File: config.mk
export PLATFORM = sky130hd
export DESIGN_NAME = cdb_arbiter
export DESIGN_NICKNAME = d
export VERILOG_FILES = /design/src/rtl/cdb_arbiter.sv
export SDC_FILE = /design/constraint.sdc
export NUM_CORES = 1
export LEC_CHECK = 0
export ABC_AREA = 1
export CORE_MARGIN = 2
export CORE_UTILIZATION = 35
export CTS_BUF_LIST = sky130_fd_sc_hd__clkbuf_4
export DETAILED_ROUTE_END_ITERATION = 10
export SLEW_MARGIN = 20
export SYNTH_ARGS = -nofsm -noshare
export SYNTH_HDL_FRONTEND = slang
export SYNTH_SLANG_ARGS = --single-unit
File: constraint.sdc
create_clock -name clock -period 2.6 [get_ports clock]
set_clock_uncertainty 0.05 [all_clocks]
set_input_delay 0.52 -clock clock [delete_from_list [all_inputs] [get_ports clock]]
set_output_delay 0.52 -clock clock [all_outputs]
set_load 0.02 [all_outputs]
File: src/rtl/cdb_arbiter.sv
// rtl/cdb_arbiter.sv - two-source result FIFOs arbitrated onto a single common data bus
module cdb_arbiter #(
    parameter int DATA_W = 32,
    parameter int ROB_W  = 4,
    parameter int DEPTH  = 4
) (
    input  logic                     clock,
    input  logic                     reset,
    input  logic                     addValid,
    input  logic [ROB_W-1:0]         addRobNum,
    input  logic [DATA_W-1:0]        addData,
    output logic                     addReady,
    input  logic                     lwValid,
    input  logic [ROB_W-1:0]         lwRobNum,
    input  logic [DATA_W-1:0]        lwData,
    output logic                     lwReady,
    input  logic                     flush,
    output logic                     iscast_out,
    output logic [ROB_W-1:0]         robNum_out,
    output logic [DATA_W-1:0]        data_out,
    output logic [$clog2(DEPTH):0]   addCount,
    output logic [$clog2(DEPTH):0]   lwCount
);

    localparam int PW = $clog2(DEPTH);
    localparam int CW = PW + 1;
    localparam int EW = ROB_W + DATA_W;
    localparam logic [CW-1:0] FULL = CW'(DEPTH);

    // Entries are stored as {robNum, data}
    logic [EW-1:0] add_mem [DEPTH];
    logic [EW-1:0] lw_mem  [DEPTH];
    logic [PW-1:0] add_rd, add_wr, lw_rd, lw_wr;

    // 1 = load unit was granted most recently, 0 = adder
    logic last_grant;

    logic push_add, push_lw, pop_add, pop_lw, add_ne, lw_ne;

    // Ready comes from registered occupancy only, so a same-cycle pop never frees a full FIFO
    assign addReady = !reset && (addCount < FULL);
    assign lwReady  = !reset && (lwCount < FULL);

    assign push_add = addValid && addReady && !flush;
    assign push_lw  = lwValid && lwReady && !flush;

    assign add_ne = (addCount != '0);
    assign lw_ne  = (lwCount != '0);

    // Single pop per cycle; on a tie the source not granted last time wins
    assign pop_add = !flush && add_ne && (!lw_ne || last_grant);
    assign pop_lw  = !flush && lw_ne && (!add_ne || !last_grant);

    // Storage writes; contents need no reset because pointers and counts gate every read
    always_ff @(posedge clock) begin
        if (push_add) add_mem[add_wr] <= {addRobNum, addData};
        if (push_lw)  lw_mem[lw_wr]   <= {lwRobNum, lwData};
    end

    // Adder FIFO pointers and occupancy
    always_ff @(posedge clock or posedge reset) begin
        if (reset) begin
            add_rd   <= '0;
            add_wr   <= '0;
            addCount <= '0;
        end else if (flush) begin
            add_rd   <= '0;
            add_wr   <= '0;
            addCount <= '0;
        end else begin
            if (push_add) add_wr <= add_wr + PW'(1);
            if (pop_add)  add_rd <= add_rd + PW'(1);
            if (push_add && !pop_add)      addCount <= addCount + CW'(1);
            else if (pop_add && !push_add) addCount <= addCount - CW'(1);
        end
    end

    // Load FIFO pointers and occupancy
    always_ff @(posedge clock or posedge reset) begin
        if (reset) begin
            lw_rd   <= '0;
            lw_wr   <= '0;
            lwCount <= '0;
        end else if (flush) begin
            lw_rd   <= '0;
            lw_wr   <= '0;
            lwCount <= '0;
        end else begin
            if (push_lw) lw_wr <= lw_wr + PW'(1);
            if (pop_lw)  lw_rd <= lw_rd + PW'(1);
            if (push_lw && !pop_lw)      lwCount <= lwCount + CW'(1);
            else if (pop_lw && !push_lw) lwCount <= lwCount - CW'(1);
        end
    end

    // Round-robin history; reset to load so the adder wins the first tie, flush leaves it alone
    always_ff @(posedge clock or posedge reset) begin
        if (reset) begin
            last_grant <= 1'b1;
        end else if (pop_add) begin
            last_grant <= 1'b0;
        end else if (pop_lw) begin
            last_grant <= 1'b1;
        end
    end

    // Registered broadcast: one-cycle strobe with the popped head, zeros otherwise
    always_ff @(posedge clock or posedge reset) begin
        if (reset) begin
            iscast_out <= 1'b0;
            robNum_out <= '0;
            data_out   <= '0;
        end else if (pop_add) begin
            iscast_out <= 1'b1;
            robNum_out <= add_mem[add_rd][EW-1:DATA_W];
            data_out   <= add_mem[add_rd][DATA_W-1:0];
        end else if (pop_lw) begin
            iscast_out <= 1'b1;
            robNum_out <= lw_mem[lw_rd][EW-1:DATA_W];
            data_out   <= lw_mem[lw_rd][DATA_W-1:0];
        end else begin
            iscast_out <= 1'b0;
            robNum_out <= '0;
            data_out   <= '0;
        end
    end

endmodule

==> results of run 1 <==
==> logic make-up (layout without fill, tap and decap cells) <==
kind of cell | after synthesis | in the layout | share of synthesized area (%)
AO/OA/AOI/OAI | 193 | 193 | 8.19
AND/OR/NAND/NOR | 286 | 286 | 8.59
multiplexers | 36 | 36 | 2.75
adder cells (fa/ha/maj) | 10 | 10 | 1.07
buffers and inverters | 86 | 332 | 3.21
XOR/XNOR | 2 | 2 | 0.134
flip-flops | 340 | 340 | 76.1
other | 0 | 1 | 0
==> cells in the mapped netlist (5+ instances only) <==
| cell | count | share of area [%] |
|---|---|---|
| sky130_fd_sc_hd__edfxtp_1 | 288 | 66 |
| sky130_fd_sc_hd__nand2_1 | 143 | 4.1 |
| sky130_fd_sc_hd__nor2_1 | 124 | 3.6 |
| sky130_fd_sc_hd__o21ai_0 | 114 | 4.4 |
| sky130_fd_sc_hd__o22ai_1 | 72 | 3.4 |
| sky130_fd_sc_hd__dfrtp_1 | 51 | 9.8 |
| sky130_fd_sc_hd__mux2i_1 | 36 | 2.8 |
| sky130_fd_sc_hd__inv_1 | 32 | 0.92 |
| sky130_fd_sc_hd__clkbuf_1 | 21 | 0.60 |
| sky130_fd_sc_hd__buf_2 | 13 | 0.50 |
| sky130_fd_sc_hd__buf_4 | 11 | 0.63 |
| sky130_fd_sc_hd__ha_1 | 8 | 0.77 |
| sky130_fd_sc_hd__nand3_1 | 7 | 0.27 |
| sky130_fd_sc_hd__buf_6 | 5 | 0.43 |
| sky130_fd_sc_hd__nand2_2 | 5 | 0.24 |
| sky130_fd_sc_hd__o21ai_1 | 5 | 0.19 |
==> power by group through the flow <==
stage | Clock (mW) | Combinational [mW] | Sequential, mW
global route | 4.73 | 4.45 | 6.58
floorplan | 0 | 2.33 | 6.84
finish | 4.30 | 4.04 | 6.55
global placement | 0 | 4.08 | 6.67
CTS | 4.47 | 4.10 | 6.56
detailed placement | 0 | 4.09 | 6.67
==> routing by layer <==
layer,up-vias,wire [µm],global-route usage [%]
li1,3853,-,-
met1,3814,13000,19.7
met2,174,13800,24.3
met3,44,1460,3.50
met4,0,727,6.18
met5,-,0,0
==> worst max-delay path by stage <==
stage	from	slack, ns	cells after the start	end
after global placement	flush	0.12	12	addCount[2]
after CTS	lwCount[2]	0.05	2	lwReady
after global routing	addCount[2]	0.008	2	addReady
after floorplan	addCount[2]	-0.12	5	add_mem[0][0]
after detailed placement	flush	0.08	12	addCount[2]
final	lwCount[2]	0.13	2	lwReady
==> flip-flops by register name, summed over array words and instances (netlist names) <==
name and cells:
lwCount 3, robNum_out 4, lw_mem 144, lw_rd 2, add_rd 2, iscast_out 1, lw_wr 2, addCount 3
data_out 32, add_mem 144, add_wr 2, last_grant 1
==> placed cells by master, fill, tap and decap left out <==
cell type                         Yosys  routed
sky130_fd_sc_hd__nand3_1              7       7
sky130_fd_sc_hd__inv_2                2       4
sky130_fd_sc_hd__o22ai_1             72      72
sky130_fd_sc_hd__buf_12               0      15
sky130_fd_sc_hd__fa_1                 2       2
sky130_fd_sc_hd__diode_2              0       1
sky130_fd_sc_hd__o21ai_1              5       5
sky130_fd_sc_hd__clkinv_2             0       1
sky130_fd_sc_hd__bufinv_16            0       1
sky130_fd_sc_hd__a21oi_4              1       1
sky130_fd_sc_hd__clkdlybuf4s50_1      0     121
sky130_fd_sc_hd__nand2_1            143     143
sky130_fd_sc_hd__buf_4               11      17
sky130_fd_sc_hd__nand2_2              5       5
sky130_fd_sc_hd__o21ai_0            114     114
sky130_fd_sc_hd__mux2i_1             36      36
sky130_fd_sc_hd__dfstp_2              1       1
sky130_fd_sc_hd__edfxtp_1           288     288
sky130_fd_sc_hd__nor3b_1              1       1
sky130_fd_sc_hd__dfrtp_2              0       3
sky130_fd_sc_hd__clkbuf_4             0     131
sky130_fd_sc_hd__inv_4                1       1
sky130_fd_sc_hd__clkinv_1             0      10
sky130_fd_sc_hd__nor2_2               4       4
sky130_fd_sc_hd__a21oi_2              1       1
sky130_fd_sc_hd__nor2_4               0       8
sky130_fd_sc_hd__nand2_4              2       2
sky130_fd_sc_hd__nor2_1             124     116
sky130_fd_sc_hd__xnor2_1              2       2
sky130_fd_sc_hd__dfrtp_1             51      48
sky130_fd_sc_hd__inv_1               32      31
sky130_fd_sc_hd__ha_1                 8       8
==> worst register-to-register path: stages, from the launching register on <==
cell and delay, ns:
sky130_fd_sc_hd__dfrtp_1 0.46, sky130_fd_sc_hd__nor2_2 0.19, sky130_fd_sc_hd__nand2_1 0.09, sky130_fd_sc_hd__nand2_2 0.10
sky130_fd_sc_hd__nand2_4 0.05, sky130_fd_sc_hd__nand2_1 0.08, sky130_fd_sc_hd__inv_1 0.05, sky130_fd_sc_hd__fa_1 0.37
sky130_fd_sc_hd__xnor2_1 0.20, sky130_fd_sc_hd__inv_1 0.06, sky130_fd_sc_hd__nand2_1 0.06, sky130_fd_sc_hd__nand2_1 0.04
sky130_fd_sc_hd__nand2_1 0.06, sky130_fd_sc_hd__nand2_1 0.04
==> layout make-up <==
| type | instances | area (µm²) | area share (%) |
|---|---|---|---|
| clock buffers | 131 | 983 | 6.09 |
| flip-flops and latches | 340 | 9950 | 61.6 |
| clock inverters | 13 | 76.3 | 0.473 |
| inverters | 35 | 134 | 0.829 |
| diodes | 1 | 2.50 | 0.0155 |
| multi-input cells | 527 | 2770 | 17.2 |
| well taps | 468 | 586 | 3.63 |
| repair buffers | 153 | 1640 | 10.2 |
==> flow_results.xml, run 1 <==
<?xml version="1.0" encoding="UTF-8"?>
<metrics>
  <group name="outcome">
    <metric name="outcome" unit="">complete, no violations</metric>
  </group>
  <group name="global_routing">
    <metric name="grt_overflow_total" unit="">0</metric>
    <metric name="vias_in_the_first_global_route" unit="">7965</metric>
    <metric name="grt.total_usage" unit="%">15.1</metric>
    <metric name="grt_start_max_net_pins" unit="">74</metric>
    <metric name="grt_pass1_wl" unit="mm">44.5</metric>
    <metric name="grt_antenna_before_repair" unit="">1</metric>
  </group>
  <group name="final_layout">
    <metric name="areaGrowthSynthToFinish" unit="%">23.4</metric>
    <metric name="filler_cell_count" unit="">3265</metric>
    <metric name="final_cells" unit="">1668</metric>
    <metric name="post_route_cells_drive_above_1_share" unit="%">16.3</metric>
    <metric name="num-nets-final" unit="">1226</metric>
    <metric name="finalCoreUtilization" unit="%">44.0</metric>
    <metric name="postLayoutCellArea" unit="µm²">16100</metric>
  </group>
  <group name="logic_synthesis">
    <metric name="postSynthCellCount" unit="">953</metric>
    <metric name="syn_avg_cell_area" unit="µm²">13.7</metric>
    <metric name="syn-num-nets" unit="">1040</metric>
    <metric name="synth-seq-cells" unit="">340</metric>
    <metric name="dominantRegCellSynth" unit="">sky130_fd_sc_hd__edfxtp_1</metric>
    <metric name="synthesis_warnings" unit="">0</metric>
    <metric name="synth-async-reset-ratio" unit="%">15.3</metric>
    <metric name="ys_seq_area_share" unit="%">76.1</metric>
    <metric name="synth.distinct_cells" unit="">27</metric>
    <metric name="synth_edf_count" unit="">288</metric>
    <metric name="netlist_area" unit="µm²">13100</metric>
  </group>
  <group name="cts">
    <metric name="post-cts-setup-buffer-count" unit="">0</metric>
    <metric name="tritoncts.num_buffers" unit="">82</metric>
    <metric name="cts_buffer_depth" unit="">3</metric>
    <metric name="worst_skew_pair.late_latency" unit="ns">0.66</metric>
    <metric name="cts_tree" unit="">done</metric>
    <metric name="cts.sink_count" unit="">340</metric>
    <metric name="root_buffer" unit="">sky130_fd_sc_hd__clkbuf_4</metric>
    <metric name="cts_max_level" unit="">3</metric>
    <metric name="worst_setup_hold_path_clk_slew" unit="ns">0.07</metric>
    <metric name="postCtsResizedCells" unit="">0</metric>
    <metric name="ctsHoldBuffers" unit="">0</metric>
  </group>
  <group name="detailed_routing">
    <metric name="drt-pass1-iter-count" unit="">4</metric>
    <metric name="drt-initial-drc-count" unit="">455</metric>
    <metric name="drt_wl_total" unit="mm">29.0</metric>
    <metric name="route.detailed.wl_per_inst" unit="µm">17.4</metric>
    <metric name="ant_nets" unit="">0</metric>
    <metric name="dr_total_vias" unit="">7885</metric>
    <metric name="drc" unit="">0</metric>
    <metric name="detail_route.vias_per_cell" unit="">4.73</metric>
  </group>
  <group name="sta">
    <metric name="setup_violations" unit="">0</metric>
    <metric name="fin_tns_setup" unit="ns">0</metric>
    <metric name="final.hold.worst_slack" unit="ns">0.228</metric>
    <metric name="least_margin_pin_slew" unit="ns">0.687</metric>
    <metric name="rsz0062_at_grt" unit="">no</metric>
    <metric name="finalWorstPathRequiredPeriod" unit="ns">2.47</metric>
    <metric name="clock.fmax" unit="GHz">0.404</metric>
    <metric name="hold_viol_final" unit="">0</metric>
    <metric name="timing.max_slew.rel_slack" unit="%">54.2</metric>
    <metric name="slew_viol_final" unit="">0</metric>
    <metric name="finalCritPeriodShare" unit="%">95.1</metric>
    <metric name="final_critical_path_setup_slack" unit="ns">0.127</metric>
  </group>
  <group name="floorplan">
    <metric name="floorplan.initialDensity" unit="%">35.7</metric>
    <metric name="fp.dieW" unit="µm">197</metric>
    <metric name="top_level_pins" unit="">122</metric>
    <metric name="fp-row-count" unit="">70</metric>
    <metric name="die_area" unit="µm²">38900</metric>
    <metric name="fp.dieH" unit="µm">197</metric>
    <metric name="core" unit="µm²">36700</metric>
  </group>
  <group name="critical_path">
    <metric name="worst_endpoint_required_time" unit="ns">2.03</metric>
    <metric name="crit_fanout" unit="">5</metric>
    <metric name="cp_cell_sequence" unit="">nor2_1, clkdlybuf4s50_1</metric>
    <metric name="critPathTopFamily" unit="">buffers and inverters</metric>
    <metric name="regToRegEndpoint" unit="">addCount[2]</metric>
    <metric name="critPathKind" unit="">reg2out</metric>
    <metric name="ff2ff_path_depth" unit="">13</metric>
    <metric name="cp_slowest_stage_delay" unit="ns">0.62</metric>
    <metric name="timing.critical_path.buf_inv" unit="">1</metric>
    <metric name="cp_data_arrival_time" unit="ns">1.90</metric>
    <metric name="worst_setup_path_end_kind" unit="">primary output</metric>
    <metric name="r2r_setup_slack" unit="ns">0.59</metric>
    <metric name="crit_path_top_delay_cell" unit="">sky130_fd_sc_hd__clkdlybuf4s50_1</metric>
    <metric name="regToRegStartpoint" unit="">lwCount[2]</metric>
    <metric name="setup.worst_path.start_class" unit="">flop</metric>
  </group>
  <group name="pwr">
    <metric name="net-switching-power" unit="mW">4.71</metric>
    <metric name="worst_ir_drop_vdd" unit="mV">0.336</metric>
    <metric name="p_comb_share" unit="%">27.1</metric>
    <metric name="power.clock.fraction" unit="%">28.9</metric>
    <metric name="internal_power" unit="mW">10.2</metric>
    <metric name="static-leakage-power" unit="nW">5.88</metric>
    <metric name="powerDensity" unit="nW/µm²">922</metric>
    <metric name="finalPower" unit="mW">14.9</metric>
    <metric name="p_seq_share" unit="%">44.0</metric>
    <metric name="power_switching_share" unit="%">31.6</metric>
  </group>
  <group name="placement">
    <metric name="place_area" unit="µm²">15100</metric>
    <metric name="dpl_worst_slack" unit="ns">0.0791</metric>
    <metric name="gpl.final_weighted_congestion" unit="">0.781</metric>
    <metric name="dp_hpwl" unit="mm">19.0</metric>
    <metric name="place.detailed.instances" unit="">1523</metric>
    <metric name="port_buffers" unit="">121</metric>
  </group>
  <group name="hold_path">
    <metric name="timing.hold.worst.class" unit="">in2async</metric>
  </group>
  <group name="flow_run">
    <metric name="maxCapViolations" unit="">0</metric>
  </group>
</metrics>
Power figures use the tool's default switching activity.
==> run 2: changes to the inputs <==
Settings changed: ABC_CLOCK_PERIOD_IN_PS set to 2600, CORE_ASPECT_RATIO set to 1.5, RECOVER_POWER set to 100.
==> flow_results.xml, run 2 (synthesis results as in run 1) <==
<?xml version="1.0" encoding="UTF-8"?>
<metrics>
  <group name="outcome">
    <metric name="outcome" unit="">complete, no violations</metric>
  </group>
  <group name="pwr">
    <metric name="static-leakage-power" unit="nW">5.89</metric>
    <metric name="worst_ir_drop_vdd" unit="mV">0.496</metric>
    <metric name="power.clock.fraction" unit="%">29.4</metric>
    <metric name="net-switching-power" unit="mW">4.67</metric>
    <metric name="powerDensity" unit="nW/µm²">922</metric>
    <metric name="internal_power" unit="mW">9.99</metric>
    <metric name="p_comb_share" unit="%">26.2</metric>
    <metric name="p_seq_share" unit="%">44.4</metric>
    <metric name="power_switching_share" unit="%">31.9</metric>
  </group>
  <group name="critical_path">
    <metric name="worst_endpoint_required_time" unit="ns">2.03</metric>
    <metric name="critPathKind" unit="">reg2out</metric>
    <metric name="cp_cell_sequence" unit="">dlygate4sd3_1</metric>
    <metric name="crit_fanout" unit="">5</metric>
    <metric name="critPathTopFamily" unit="">buffers and inverters</metric>
    <metric name="cp_slowest_stage_delay" unit="ns">0.71</metric>
    <metric name="setup.worst_path.start_class" unit="">flop</metric>
    <metric name="cp_data_arrival_time" unit="ns">1.89</metric>
    <metric name="crit_path_top_delay_cell" unit="">sky130_fd_sc_hd__dlygate4sd3_1</metric>
    <metric name="worst_setup_path_end_kind" unit="">primary output</metric>
    <metric name="timing.critical_path.buf_inv" unit="">1</metric>
  </group>
  <group name="cts">
    <metric name="root_buffer" unit="">sky130_fd_sc_hd__clkbuf_4</metric>
    <metric name="cts_buffer_depth" unit="">3</metric>
    <metric name="ctsHoldBuffers" unit="">0</metric>
    <metric name="cts.sink_count" unit="">340</metric>
    <metric name="post-cts-setup-buffer-count" unit="">0</metric>
    <metric name="cts_tree" unit="">done</metric>
    <metric name="cts_max_level" unit="">3</metric>
    <metric name="tritoncts.num_buffers" unit="">75</metric>
    <metric name="worst_setup_hold_path_clk_slew" unit="ns">0.07</metric>
    <metric name="worst_skew_pair.late_latency" unit="ns">0.73</metric>
  </group>
  <group name="floorplan">
    <metric name="fp.dieH" unit="µm">241</metric>
    <metric name="top_level_pins" unit="">122</metric>
    <metric name="floorplan.initialDensity" unit="%">35.6</metric>
    <metric name="fp-row-count" unit="">86</metric>
    <metric name="fp.dieW" unit="µm">162</metric>
    <metric name="core" unit="µm²">36800</metric>
    <metric name="die_area" unit="µm²">39000</metric>
  </group>
  <group name="placement">
    <metric name="port_buffers" unit="">121</metric>
    <metric name="dp_hpwl" unit="mm">18.8</metric>
    <metric name="gpl.final_weighted_congestion" unit="">0.827</metric>
    <metric name="dpl_worst_slack" unit="ns">0.0307</metric>
  </group>
  <group name="sta">
    <metric name="rsz0062_at_grt" unit="">no</metric>
    <metric name="slew_viol_final" unit="">0</metric>
    <metric name="least_margin_pin_slew" unit="ns">0.906</metric>
    <metric name="clock.fmax" unit="GHz">0.407</metric>
    <metric name="timing.max_slew.rel_slack" unit="%">39.6</metric>
    <metric name="finalWorstPathRequiredPeriod" unit="ns">2.46</metric>
    <metric name="setup_violations" unit="">0</metric>
    <metric name="hold_viol_final" unit="">0</metric>
    <metric name="final_critical_path_setup_slack" unit="ns">0.143</metric>
    <metric name="finalCritPeriodShare" unit="%">94.5</metric>
    <metric name="final.hold.worst_slack" unit="ns">0.346</metric>
  </group>
  <group name="final_layout">
    <metric name="filler_cell_count" unit="">3381</metric>
    <metric name="num-nets-final" unit="">1218</metric>
    <metric name="areaGrowthSynthToFinish" unit="%">21.4</metric>
    <metric name="post_route_cells_drive_above_1_share" unit="%">14.0</metric>
    <metric name="layout_commonest_cell" unit="">sky130_fd_sc_hd__edfxtp_1</metric>
    <metric name="layout_top_registers" unit="">add_mem x144, lw_mem x144, data_out x32</metric>
    <metric name="most-common-layout-cells" unit="">288 x sky130_fd_sc_hd__edfxtp_1, 146 x sky130_fd_sc_hd__nand2_1, 122 x sky130_fd_sc_hd__nor2_1, 115 x sky130_fd_sc_hd__dlygate4sd3_1</metric>
  </group>
  <group name="detailed_routing">
    <metric name="drc" unit="">0</metric>
    <metric name="detail_route.vias_per_cell" unit="">4.78</metric>
    <metric name="route.detailed.wl_per_inst" unit="µm">17.2</metric>
    <metric name="ant_nets" unit="">0</metric>
    <metric name="drt-initial-drc-count" unit="">466</metric>
    <metric name="drt_wl_total" unit="mm">28.8</metric>
    <metric name="dr_total_vias" unit="">8003</metric>
    <metric name="drt-pass1-iter-count" unit="">4</metric>
  </group>
  <group name="flow_run">
    <metric name="maxCapViolations" unit="">0</metric>
  </group>
  <group name="global_routing">
    <metric name="vias_in_the_first_global_route" unit="">8078</metric>
    <metric name="grt_pass1_wl" unit="mm">43.9</metric>
    <metric name="grt_start_max_net_pins" unit="">73</metric>
    <metric name="grt.total_usage" unit="%">15.1</metric>
    <metric name="grt_antenna_before_repair" unit="">9</metric>
    <metric name="grt_overflow_total" unit="">0</metric>
  </group>
  <group name="hold_path">
    <metric name="timing.hold.worst.class" unit="">in2async</metric>
  </group>
</metrics>
run 2: path summary, 6_finish.rpt:
path	start	to	cells after the start	slack (ns)
hold reg to reg	addCount[0]	addCount[0]	2	0.46
hold / removal	reset	data_out[30]	2	0.35
setup reg to reg	addCount[2]	add_mem[1][5]	6	0.37
min in group clock	addRobNum[1]	add_mem[0][33]	1	0.44
max in group asynchronous	reset	lw_rd[0]	3	0.76
setup / recovery	addCount[2]	addCount[2]	1	0.14
run 2: metal layers:
metal  wire (µm)  vias up  GRT usage [%]
met5          40        -              0
met4        1000        8           7.88
met3        1610       59           3.87
met2       15300      213           26.7
met1       10900     3891           16.5
li1            -     3832              -
run 2: area by class of cell:
type	count	area, µm²	share of cell area, %
Clock buffer	110	826	5.20
Inverter	35	131	0.827
Antenna cell	4	10.0	0.0630
Timing Repair Buffer	152	1440	9.08
Sequential cell	340	9950	62.6
Tap cell	484	606	3.81
Clock inverter	23	206	1.30
Multi-Input combinational cell	527	2710	17.1
run 2: what timing repair did:
action | 4_1_cts | 5_1_grt
setup endpoints to repair | 2 | 0
endpoints found under the hold margin | 0 | 0
resized for setup | 2 | 0
run 2: power by group through the flow:
stage                     registers [mW]  clock network [mW]  logic, mW
after global placement              6.65                   0       4.02
after CTS                           6.53                4.45       4.08
after global routing                6.54                4.71       4.26
after floorplan                     6.84                   0       2.33
after detailed placement            6.65                   0       4.07
final                               6.51                4.31       3.84
run 2: stage by stage:
stage | TNS (ns) | instances | cell area, µm² | power (mW) | util (%)
finish | 0 | 1675 | 15900 | 14.7 | 43.2
global route | 0 | 1674 | 15900 | 15.5 | 43.2
CTS | 0 | 1671 | 16200 | 15.1 | 43.9
detailed placement | 0 | 1538 | 15100 | 10.7 | 41.1
global placement | 0 | 1538 | 15100 | 10.7 | 41.1
floorplan | -33.72 | 953 | 13100 | 9.17 | -
==> run 3: changes to the inputs <==
Settings changed: PLACE_DENSITY_LB_ADDON set to 0.1.
==> flow_results.xml, run 3 (synthesis results as in run 1) <==
<?xml version="1.0" encoding="UTF-8"?>
<metrics>
  <group name="final_layout">
    <metric name="post_route_cells_drive_above_1_share" unit="%">14.6</metric>
    <metric name="final_cells" unit="">1689</metric>
    <metric name="postLayoutCellArea" unit="µm²">16000</metric>
    <metric name="areaGrowthSynthToFinish" unit="%">22.7</metric>
    <metric name="num-nets-final" unit="">1229</metric>
    <metric name="most-common-layout-cells" unit="">288 x sky130_fd_sc_hd__edfxtp_1, 145 x sky130_fd_sc_hd__nand2_1, 128 x sky130_fd_sc_hd__clkbuf_4, 123 x sky130_fd_sc_hd__nor2_1, 116 x sky130_fd_sc_hd__dlygate4sd3_1</metric>
    <metric name="layout_top_registers" unit="">add_mem x144, lw_mem x144, data_out x32</metric>
    <metric name="layout_commonest_cell" unit="">sky130_fd_sc_hd__edfxtp_1</metric>
  </group>
  <group name="critical_path">
    <metric name="critPathKind" unit="">reg2out</metric>
    <metric name="cp_slowest_stage_delay" unit="ns">0.70</metric>
    <metric name="critPathTopFamily" unit="">buffers and inverters</metric>
    <metric name="cp_data_arrival_time" unit="ns">1.87</metric>
    <metric name="crit_path_top_delay_cell" unit="">sky130_fd_sc_hd__dlygate4sd3_1</metric>
    <metric name="crit_fanout" unit="">5</metric>
    <metric name="worst_endpoint_required_time" unit="ns">2.03</metric>
    <metric name="timing.critical_path.buf_inv" unit="">1</metric>
    <metric name="worst_setup_path_end_kind" unit="">primary output</metric>
    <metric name="setup.worst_path.start_class" unit="">flop</metric>
    <metric name="cp_cell_sequence" unit="">dlygate4sd3_1</metric>
  </group>
  <group name="global_routing">
    <metric name="grt.total_usage" unit="%">16.1</metric>
    <metric name="grt_pass1_wl" unit="mm">47.0</metric>
    <metric name="grt_overflow_total" unit="">0</metric>
    <metric name="vias_in_the_first_global_route" unit="">8410</metric>
    <metric name="grt_start_max_net_pins" unit="">75</metric>
    <metric name="grt_antenna_before_repair" unit="">4</metric>
  </group>
  <group name="detailed_routing">
    <metric name="ant_nets" unit="">0</metric>
    <metric name="route.detailed.wl_per_inst" unit="µm">18.0</metric>
    <metric name="drt-pass1-iter-count" unit="">4</metric>
    <metric name="drt-initial-drc-count" unit="">331</metric>
    <metric name="dr_total_vias" unit="">7951</metric>
    <metric name="drc" unit="">0</metric>
    <metric name="drt_wl_total" unit="mm">30.4</metric>
    <metric name="detail_route.vias_per_cell" unit="">4.71</metric>
  </group>
  <group name="floorplan">
    <metric name="die_area" unit="µm²">39000</metric>
    <metric name="fp.dieH" unit="µm">241</metric>
    <metric name="core" unit="µm²">36800</metric>
    <metric name="top_level_pins" unit="">122</metric>
    <metric name="fp-row-count" unit="">86</metric>
    <metric name="fp.dieW" unit="µm">162</metric>
    <metric name="floorplan.initialDensity" unit="%">35.6</metric>
  </group>
  <group name="pwr">
    <metric name="static-leakage-power" unit="nW">5.95</metric>
    <metric name="worst_ir_drop_vdd" unit="mV">0.333</metric>
    <metric name="powerDensity" unit="nW/µm²">921</metric>
  </group>
  <group name="sta">
    <metric name="finalWorstPathRequiredPeriod" unit="ns">2.44</metric>
    <metric name="final.hold.worst_slack" unit="ns">0.385</metric>
    <metric name="hold_viol_final" unit="">0</metric>
    <metric name="timing.max_slew.rel_slack" unit="%">29.2</metric>
    <metric name="clock.fmax" unit="GHz">0.410</metric>
    <metric name="least_margin_pin_slew" unit="ns">1.06</metric>
    <metric name="setup_violations" unit="">0</metric>
    <metric name="finalCritPeriodShare" unit="%">93.8</metric>
    <metric name="slew_viol_final" unit="">0</metric>
    <metric name="rsz0062_at_grt" unit="">no</metric>
  </group>
  <group name="placement">
    <metric name="dp_hpwl" unit="mm">19.5</metric>
    <metric name="port_buffers" unit="">121</metric>
    <metric name="place.detailed.instances" unit="">1542</metric>
    <metric name="place_area" unit="µm²">15200</metric>
    <metric name="gpl.final_weighted_congestion" unit="">0.763</metric>
  </group>
  <group name="cts">
    <metric name="cts.sink_count" unit="">340</metric>
    <metric name="worst_setup_hold_path_clk_slew" unit="ns">0.08</metric>
    <metric name="tritoncts.num_buffers" unit="">82</metric>
    <metric name="cts_buffer_depth" unit="">3</metric>
    <metric name="postCtsResizedCells" unit="">2</metric>
    <metric name="ctsHoldBuffers" unit="">0</metric>
    <metric name="worst_skew_pair.late_latency" unit="ns">0.73</metric>
    <metric name="cts_tree" unit="">done</metric>
    <metric name="post-cts-setup-buffer-count" unit="">0</metric>
    <metric name="root_buffer" unit="">sky130_fd_sc_hd__clkbuf_4</metric>
    <metric name="cts_max_level" unit="">3</metric>
  </group>
  <group name="flow_run">
    <metric name="maxCapViolations" unit="">0</metric>
  </group>
  <group name="outcome">
    <metric name="outcome" unit="">complete, no violations</metric>
  </group>
  <group name="hold_path">
    <metric name="timing.hold.worst.class" unit="">in2async</metric>
  </group>
</metrics>
[run 3: per-stage QoR]
| stage | total power, mW | setup TNS, ns | worst slack, ns | util [%] |
|---|---|---|---|---|
| floorplan | 9.17 | -33.72 | -0.117 | - |
| global placement | 11.0 | 0 | 0.0931 | 41.4 |
| detailed placement | 11.0 | 0 | 0.0695 | 41.4 |
| CTS | 15.3 | 0 | 0.107 | 44.2 |
| global route | 15.7 | 0 | 0.0553 | 43.6 |
| finish | 14.8 | 0 | 0.161 | 43.6 |
[run 3: cell type report]
class                      instances  area [µm²]
fill                            3536       20800
sequential                       340        9950
multi-input combinational        527        2730
timing repair buffer             156        1580
clock buffer                     123         923
tap                              484         606
inverter                          35         133
clock inverter                    21         110
antenna                            3        7.51
[run 3: where the power goes]
part           switching, mW  internal (mW)  total, mW
sequential             0.224           6.31       6.53
combinational           2.58           1.41       3.99
clock                   2.02           2.26       4.27
[run 3: per-layer routing]
| metal | up-vias | wire [µm] | track usage, % |
|---|---|---|---|
| li1 | 3864 | - | - |
| met1 | 3849 | 12500 | 19.0 |
| met2 | 196 | 15800 | 28.6 |
| met3 | 42 | 1540 | 3.76 |
| met5 | - | 0 | 0 |
| met4 | 0 | 655 | 6.17 |
[run 3: final timing paths]
path	start	end	slack (ns)	cells past startpoint
worst max-delay path	lwCount[2]	lwCount[2]	0.16	1
worst min-delay path	reset	data_out[11]	0.39	2
worst max register to register	lwCount[2]	data_out[27]	0.27	9
worst min register to register	lwCount[0]	lwCount[0]	0.45	2
max in group asynchronous	reset	lw_rd[0]	0.61	3
min in group clock	lwCount[0]	lwCount[0]	0.45	2
